--- src/rtl/player_motion.sv ---
// player_motion: per-frame player movement for a single sprite.
//   Decodes walk/jump intents from NUM_KEYS USB keycode slots, runs a
//   jump/gravity state machine and produces a saturating, wall-clamped
//   sprite position. All state updates on the frame_clk rising edge.
// Ports:
//   frame_clk  - frame-rate clock (vertical sync)
//   Reset      - asynchronous, active-high reset
//   keycodes   - NUM_KEYS packed 8-bit slots, 8'h00 = empty
//   Start      - sticky, set on the first frame with any key pressed
//   Pos_X/Y    - sprite position; Vel_Y - signed vertical velocity (neg = up)
//   On_Ground  - high in GROUND; Facing - 0 right, 1 left
//   State      - IDLE=0, GROUND=1, RISE=2, FALL=3
// Optional: define PLAYER_DOUBLE_JUMP_EN to allow one extra jump per airtime.
module player_motion #(
  parameter int NUM_KEYS   = 3,
  parameter int X_START    = 40,
  parameter int X_MIN      = 10,
  parameter int X_MAX      = 560,
  parameter int Y_MIN      = 10,
  parameter int GROUND_Y   = 250,
  parameter int WALK_SPEED = 5,
  parameter int JUMP_VEL   = 12,
  parameter int GRAVITY    = 1,
  parameter int MAX_FALL   = 10
) (
  input  logic                    frame_clk,
  input  logic                    Reset,
  input  logic [8*NUM_KEYS-1:0]   keycodes,
  output logic                    Start,
  output logic [9:0]              Pos_X,
  output logic [9:0]              Pos_Y,
  output logic signed [10:0]      Vel_Y,
  output logic                    On_Ground,
  output logic                    Facing,
  output logic [1:0]              State
);

  localparam logic [1:0] IDLE   = 2'd0;
  localparam logic [1:0] GROUND = 2'd1;
  localparam logic [1:0] RISE   = 2'd2;
  localparam logic [1:0] FALL   = 2'd3;

  localparam logic [7:0] KEY_LEFT  = 8'h04;
  localparam logic [7:0] KEY_RIGHT = 8'h07;
  localparam logic [7:0] KEY_JUMP  = 8'h1A;

  localparam logic signed [10:0] X_MIN_S    = 11'(X_MIN);
  localparam logic signed [10:0] X_MAX_S    = 11'(X_MAX);
  localparam logic signed [10:0] WALK_S     = 11'(WALK_SPEED);
  localparam logic signed [10:0] JUMP_S     = 11'(JUMP_VEL);
  localparam logic signed [10:0] GRAV_S     = 11'(GRAVITY);
  localparam logic signed [10:0] MAX_FALL_S = 11'(MAX_FALL);
  localparam logic signed [11:0] Y_MIN_S    = 12'(Y_MIN);
  localparam logic signed [11:0] GROUND_S   = 12'(GROUND_Y);

  logic              start_q, start_d;
  logic [9:0]        pos_x_q, pos_x_d;
  logic [9:0]        pos_y_q, pos_y_d;
  logic signed [10:0] vel_y_q, vel_y_d;
  logic              facing_q, facing_d;
  logic [1:0]        state_q, state_d;
  logic              jump_held_q, jump_held_d;
`ifdef PLAYER_DOUBLE_JUMP_EN
  logic              air_tok_q, air_tok_d;
`endif

  logic              key_left, key_right, key_jump, any_key, jump_edge;
  logic signed [10:0] hvel, x_sum, vel_inc;
  logic [9:0]        x_sat;
  logic signed [11:0] y_sum;

  // Key decode: a keycode anywhere in the report counts, order irrelevant.
  always_comb begin
    key_left  = 1'b0;
    key_right = 1'b0;
    key_jump  = 1'b0;
    any_key   = 1'b0;
    for (int k = 0; k < NUM_KEYS; k++) begin
      if (keycodes[8*k +: 8] == KEY_LEFT)  key_left  = 1'b1;
      if (keycodes[8*k +: 8] == KEY_RIGHT) key_right = 1'b1;
      if (keycodes[8*k +: 8] == KEY_JUMP)  key_jump  = 1'b1;
      if (keycodes[8*k +: 8] != 8'h00)     any_key   = 1'b1;
    end
    jump_edge = key_jump & ~jump_held_q;
  end

  // Horizontal step with wall saturation: the sprite stops at the wall.
  always_comb begin
    hvel = '0;
    if (key_left && !key_right) hvel = -WALK_S;
    if (key_right && !key_left) hvel = WALK_S;
    x_sum = $signed({1'b0, pos_x_q}) + hvel;
    if (x_sum < X_MIN_S)      x_sat = X_MIN_S[9:0];
    else if (x_sum > X_MAX_S) x_sat = X_MAX_S[9:0];
    else                      x_sat = x_sum[9:0];
  end

  // Vertical arithmetic uses the registered velocity, so a velocity change
  // shows up in position one frame later.
  always_comb begin
    y_sum   = $signed({2'b00, pos_y_q}) + $signed({vel_y_q[10], vel_y_q});
    vel_inc = vel_y_q + GRAV_S;
  end

  always_comb begin
    start_d     = start_q | any_key;
    state_d     = state_q;
    pos_x_d     = pos_x_q;
    pos_y_d     = pos_y_q;
    vel_y_d     = vel_y_q;
    facing_d    = facing_q;
    jump_held_d = key_jump;
`ifdef PLAYER_DOUBLE_JUMP_EN
    air_tok_d   = air_tok_q;
`endif

    // IDLE ignores keys entirely, including on the frame Start rises.
    if (state_q != IDLE) begin
      pos_x_d = x_sat;
      if (key_left ^ key_right) facing_d = key_left;
    end

    case (state_q)
      IDLE: begin
        if (!start_q && any_key) state_d = GROUND;
      end
      GROUND: begin
        pos_y_d = GROUND_S[9:0];
        vel_y_d = '0;
        if (jump_edge) begin
          vel_y_d = -JUMP_S;
          state_d = RISE;
        end
      end
      RISE: begin
        if (y_sum <= Y_MIN_S) begin
          pos_y_d = Y_MIN_S[9:0];
          vel_y_d = '0;
          state_d = FALL;
        end else begin
          pos_y_d = y_sum[9:0];
          vel_y_d = vel_inc;
          if (!vel_inc[10]) state_d = FALL;
        end
      end
      default: begin // FALL
        if (y_sum >= GROUND_S) begin
          pos_y_d = GROUND_S[9:0];
          vel_y_d = '0;
          state_d = GROUND;
        end else begin
          pos_y_d = y_sum[9:0];
          vel_y_d = (vel_inc > MAX_FALL_S) ? MAX_FALL_S : vel_inc;
        end
      end
    endcase

`ifdef PLAYER_DOUBLE_JUMP_EN
    // A landing in the same frame wins over an air jump.
    if ((state_q == RISE || state_q == FALL) && jump_edge && air_tok_q &&
        state_d != GROUND) begin
      vel_y_d   = -JUMP_S;
      state_d   = RISE;
      air_tok_d = 1'b0;
    end
    if (state_d == GROUND) air_tok_d = 1'b1;
`endif
  end

  always_ff @(posedge frame_clk or posedge Reset) begin
    if (Reset) begin
      start_q     <= 1'b0;
      pos_x_q     <= 10'(X_START);
      pos_y_q     <= 10'(GROUND_Y);
      vel_y_q     <= '0;
      facing_q    <= 1'b0;
      state_q     <= IDLE;
      jump_held_q <= 1'b0;
`ifdef PLAYER_DOUBLE_JUMP_EN
      air_tok_q   <= 1'b1;
`endif
    end else begin
      start_q     <= start_d;
      pos_x_q     <= pos_x_d;
      pos_y_q     <= pos_y_d;
      vel_y_q     <= vel_y_d;
      facing_q    <= facing_d;
      state_q     <= state_d;
      jump_held_q <= jump_held_d;
`ifdef PLAYER_DOUBLE_JUMP_EN
      air_tok_q   <= air_tok_d;
`endif
    end
  end

  assign Start     = start_q;
  assign Pos_X     = pos_x_q;
  assign Pos_Y     = pos_y_q;
  assign Vel_Y     = vel_y_q;
  assign Facing    = facing_q;
  assign State     = state_q;
  assign On_Ground = (state_q == GROUND);

endmodule

--- config.mk ---
export PLATFORM = sky130hd
export DESIGN_NAME = player_motion
export DESIGN_NICKNAME = d
export VERILOG_FILES = /design/src/rtl/player_motion.sv
export SDC_FILE = /design/constraint.sdc
export NUM_CORES = 1
export LEC_CHECK = 0
export ABC_AREA = 1
export CAP_MARGIN = 20
export CORE_ASPECT_RATIO = 0.5
export CORE_UTILIZATION = 35
export CTS_CLUSTER_SIZE = 20
export DETAILED_ROUTE_END_ITERATION = 6
export GPL_TIMING_DRIVEN = 0
export MAX_ROUTING_LAYER = met4
export PLACE_DENSITY = 0.64
export SYNTH_ARGS = -nofsm -noshare
export SYNTH_HDL_FRONTEND = slang
export SYNTH_SLANG_ARGS = --single-unit
--- constraint.sdc ---
create_clock -name frame_clk -period 5.7 [get_ports frame_clk]
set_input_delay 1.14 -clock frame_clk [delete_from_list [all_inputs] [get_ports frame_clk]]
set_output_delay 1.14 -clock frame_clk [all_outputs]
set_load 0.02 [all_outputs]
==> metrics.log <==
INFO  metric routed_wl = 9.77 mm
INFO  metric cap_violations = 0
INFO  metric die_height = 73.5 µm
INFO  metric drt_pre_antenna_iters = 4
INFO  metric die_area = 0.0107 mm²
INFO  metric finalSetupTns = 0 ps
INFO  metric slew_margin_rel = 0.497
INFO  metric clockPowerShare = 0.496
INFO  metric root_buffer = sky130_fd_sc_hd__clkbuf_16
INFO  metric initial_utilization = 0.369
INFO  metric postCtsHoldBufs = 0
INFO  metric peakVddDrop = 0.0892 mV
INFO  metric num_rows = 25
INFO  metric dp.final_hpwl = 7.65 mm
INFO  metric post-route-period-util = 0.795
INFO  metric run_status = completed
INFO  metric synthesis.area = 0.00358 mm²
INFO  metric vias_in_the_first_global_route = 3413
INFO  metric report.final.hold_viol_count = 0
INFO  metric cts_resized = 0
INFO  metric worst_path_max_delay_cell = sky130_fd_sc_hd__fa_1
INFO  metric layout.cells.non_filler = 772
INFO  metric seq_power_share = 0.408
INFO  metric yosysSeqAreaShare = 0.254
INFO  metric final_util = 0.467
INFO  metric worstPathArrival = 4750 ps
INFO  metric max_slew.worst_pin.slew = 754 ps
INFO  metric route.antenna.remaining_nets = 0
INFO  metric avg_wl_per_cell = 12.7 µm
INFO  metric synth_seq_cells = 36
INFO  metric cts_buffer_depth = 2
INFO  metric timing.hold.ws = 498 ps
INFO  metric intPower = 0.489 mW
INFO  metric boundaryPins = 62
INFO  metric timing.clock.skew = 4.37 ps
INFO  metric detailedRoute.firstIterationViolations = 203
INFO  metric worst_setup_path_end_kind = flop
INFO  metric finalSetupViolCount = 0
INFO  metric gpl.final_weighted_congestion = 0.870
INFO  metric share_of_final_layout_standard_cells_stronger_than_drive_strength_1 = 0.0769
INFO  metric drc_errors = 0
INFO  metric antenna_cells_inserted = 0
INFO  metric grt_util_all_layers = 0.196
INFO  metric critical-path-max-stage-delay = 460 ps
INFO  metric postSynthCellCount = 568
INFO  metric gr-total-overflow = 0
INFO  metric synth-warning-count = 0
INFO  metric async_reset_ff_frac = 1.00
INFO  metric critical_path.top_delay_family = simple AND/OR/NAND/NOR gates
INFO  metric finalWorstSetupSlack = 1170 ps
INFO  metric post-route-min-period = 4530 ps
INFO  metric crit_type = in2reg
INFO  metric die_width = 145 µm
INFO  metric final_nets = 692
INFO  metric timing.critical_path.buf_inv = 4
INFO  metric grt_antenna_before_repair = 0
INFO  metric vias = 3735
INFO  metric cell_area_after_placement = 0.00436 mm²
INFO  metric core = 0.00970 mm²
INFO  metric synth_edf_count = 0
INFO  metric comb_power_share = 0.096
INFO  metric data_required_critical_path = 5920 ps
INFO  metric grt_start_max_net_pins = 37
INFO  metric rsz0062_at_grt = no
INFO  metric power.leakage = 2.33 nW
INFO  metric fmax = 221 MHz
INFO  metric crit_top_cell = sky130_fd_sc_hd__nand2_1
INFO  metric synthesis.area_per_instance = 6.30 µm²
INFO  metric min-delay-path-class = reg2reg
INFO  metric synth_nets = 624
INFO  metric p_sw = 0.138 mW
INFO  metric relative_area_change_from_synthesis_to_final_layout = 26.5%
INFO  metric cts_setup_buffers = 0
INFO  metric place.port_buffers = 61
INFO  metric p_per_area = 139 mW/mm²
INFO  metric timing_max_transition_violations_final = 0
INFO  metric pre_cts_ws = 849 ps
INFO  metric cts_made_buffers = 5
INFO  metric finish.instance_area = 0.00453 mm²
INFO  metric grt_pass1_wl = 16.2 mm
INFO  metric tritoncts_sink_count = 36
INFO  metric worstSetupStartpointType = input pin
INFO  metric cts_tree = done
INFO  metric synth.distinct_cells = 37
INFO  metric synthFlopType = sky130_fd_sc_hd__dfrtp_1
INFO  metric p_sw_frac = 0.220
INFO  metric fin_total_pwr = 0.628 mW
INFO  metric worst_skew_pair.late_latency = 280 ps
INFO  metric path_max_fanout = 6
INFO  metric crit_chain = clkdlybuf4s50_1 > nor4_1 > inv_1 > o31ai_1 > inv_1 > ha_1 > inv_1 > ha_1 > fa_1 > xor2_1 > or2_2 > nor2_1 > nand2_1 > nand3b_1 > nand3_1 > nand2_1 > nand2_1 > nand2_1 > nand2_1 > nand2_1
INFO  metric detail_route.vias_per_cell = 4.84
INFO  metric clkSlewWorstSetupHoldPaths = 60 ps
INFO  metric htreeDepth = 2
INFO  metric dp.cells = 764
==> cells by family after synthesis <==
group                      share of synthesized area
DFF                                            0.254
and+or+nand+nor                                0.437
adders and majority gates                      0.109
AOI/OAI and AO/OA                             0.0675
xor gates and xnor gates                      0.0294
buffers and inverters                          0.103
==> metal layers <==
layer	vias up	GRT usage	share of wire
met2	75	0.313	0.44
met3	8	0.0230	0.043
li1	1949	-	-
met1	1703	0.265	0.51
met5	-	-	0
met4	0	0.0496	0.0089
==> area by class of cell <==
type / count / area, µm²
buffer: 9 / 46.3
clock buffer: 5 / 125
clock inverter: 3 / 42.5
fill: 993 / 5170
inverter: 86 / 323
multi-input combinational: 437 / 2300
sequential: 36 / 911
tap: 135 / 169
timing repair buffer: 61 / 611
==> power groups by stage <==
| stage | clock network [mW] | logic [mW] | registers, mW |
|---|---|---|---|
| floorplan | 0 | 0.0324 | 0.261 |
| global placement | 0 | 0.0599 | 0.261 |
| detailed placement | 0 | 0.0606 | 0.261 |
| CTS | 0.318 | 0.0608 | 0.256 |
| global route | 0.325 | 0.0686 | 0.256 |
| finish | 0.311 | 0.0602 | 0.256 |
==> cell usage in the layout, fill, tap and decap left out, types with 4 or more instances in the layout <==
cell                              Yosys  layout
sky130_fd_sc_hd__inv_1               83      82
sky130_fd_sc_hd__nand2_1            187     187
sky130_fd_sc_hd__dfrtp_1             28      28
sky130_fd_sc_hd__clkdlybuf4s50_1      0      61
sky130_fd_sc_hd__o21ai_1              7       7
sky130_fd_sc_hd__dfstp_2              8       8
sky130_fd_sc_hd__nand2_2             11      11
sky130_fd_sc_hd__nand4_1             18      18
sky130_fd_sc_hd__o21ai_0             16      16
sky130_fd_sc_hd__ha_1                28      28
sky130_fd_sc_hd__xor2_1               9       9
sky130_fd_sc_hd__inv_2                3       4
sky130_fd_sc_hd__nand3_2              4       4
sky130_fd_sc_hd__nor3_1               6       6
sky130_fd_sc_hd__a21oi_1             18      18
sky130_fd_sc_hd__clkbuf_16            0       5
sky130_fd_sc_hd__nand3_1             51      51
sky130_fd_sc_hd__nor4_1               6       6
sky130_fd_sc_hd__nor2_1              52      52
==> worst min-delay path, delay by kind of cell, from the launching register on <==
family           cells  cell delay, ps
AND/OR/NAND/NOR      2             110
flip-flops           1             390
==> synthesized netlist by cell type, types with 2 or more instances <==
master | number | area share
sky130_fd_sc_hd__a21oi_1 | 18 | 0.025
sky130_fd_sc_hd__a31oi_1 | 2 | 0.0035
sky130_fd_sc_hd__buf_1 | 3 | 0.0031
sky130_fd_sc_hd__clkbuf_1 | 3 | 0.0031
sky130_fd_sc_hd__dfrtp_1 | 28 | 0.20
sky130_fd_sc_hd__dfstp_2 | 8 | 0.059
sky130_fd_sc_hd__fa_1 | 2 | 0.011
sky130_fd_sc_hd__ha_1 | 28 | 0.098
sky130_fd_sc_hd__inv_1 | 83 | 0.087
sky130_fd_sc_hd__inv_2 | 3 | 0.0031
sky130_fd_sc_hd__nand2_1 | 187 | 0.20
sky130_fd_sc_hd__nand2_2 | 11 | 0.019
sky130_fd_sc_hd__nand2_4 | 2 | 0.0063
sky130_fd_sc_hd__nand3_1 | 51 | 0.071
sky130_fd_sc_hd__nand3_2 | 4 | 0.011
sky130_fd_sc_hd__nand3b_1 | 2 | 0.0042
sky130_fd_sc_hd__nand4_1 | 18 | 0.031
sky130_fd_sc_hd__nor2_1 | 52 | 0.055
sky130_fd_sc_hd__nor2_2 | 2 | 0.0035
sky130_fd_sc_hd__nor3_1 | 6 | 0.0084
sky130_fd_sc_hd__nor4_1 | 6 | 0.010
sky130_fd_sc_hd__o21ai_0 | 16 | 0.022
sky130_fd_sc_hd__o21ai_1 | 7 | 0.0098
sky130_fd_sc_hd__or2_2 | 3 | 0.0052
sky130_fd_sc_hd__xnor2_1 | 3 | 0.0073
sky130_fd_sc_hd__xor2_1 | 9 | 0.022
==> final timing paths <==
path / cells after the start / to / slack, ps / start
max in group asynchronous: 2 / Pos_Y[8] / 3910 / Reset
worst min register to register: 2 / Pos_X[3] / 500 / Pos_X[3]
worst max-delay path: 20 / Pos_X[1] / 1170 / keycodes[21]
worst min-delay path: 2 / Pos_X[3] / 500 / Pos_X[3]
min in group asynchronous: 2 / State[0] / 1310 / Reset
worst max register to register: 14 / Pos_Y[6] / 2810 / Vel_Y[0]
==> sequential cells by signal, indices dropped and copies added, names as in the netlist <==
register / count
Facing: 1
Pos_X: 10
Pos_Y: 10
Start: 1
State: 2
Vel_Y: 11
jump_held_q: 1
Power figures use the tool's default switching activity.
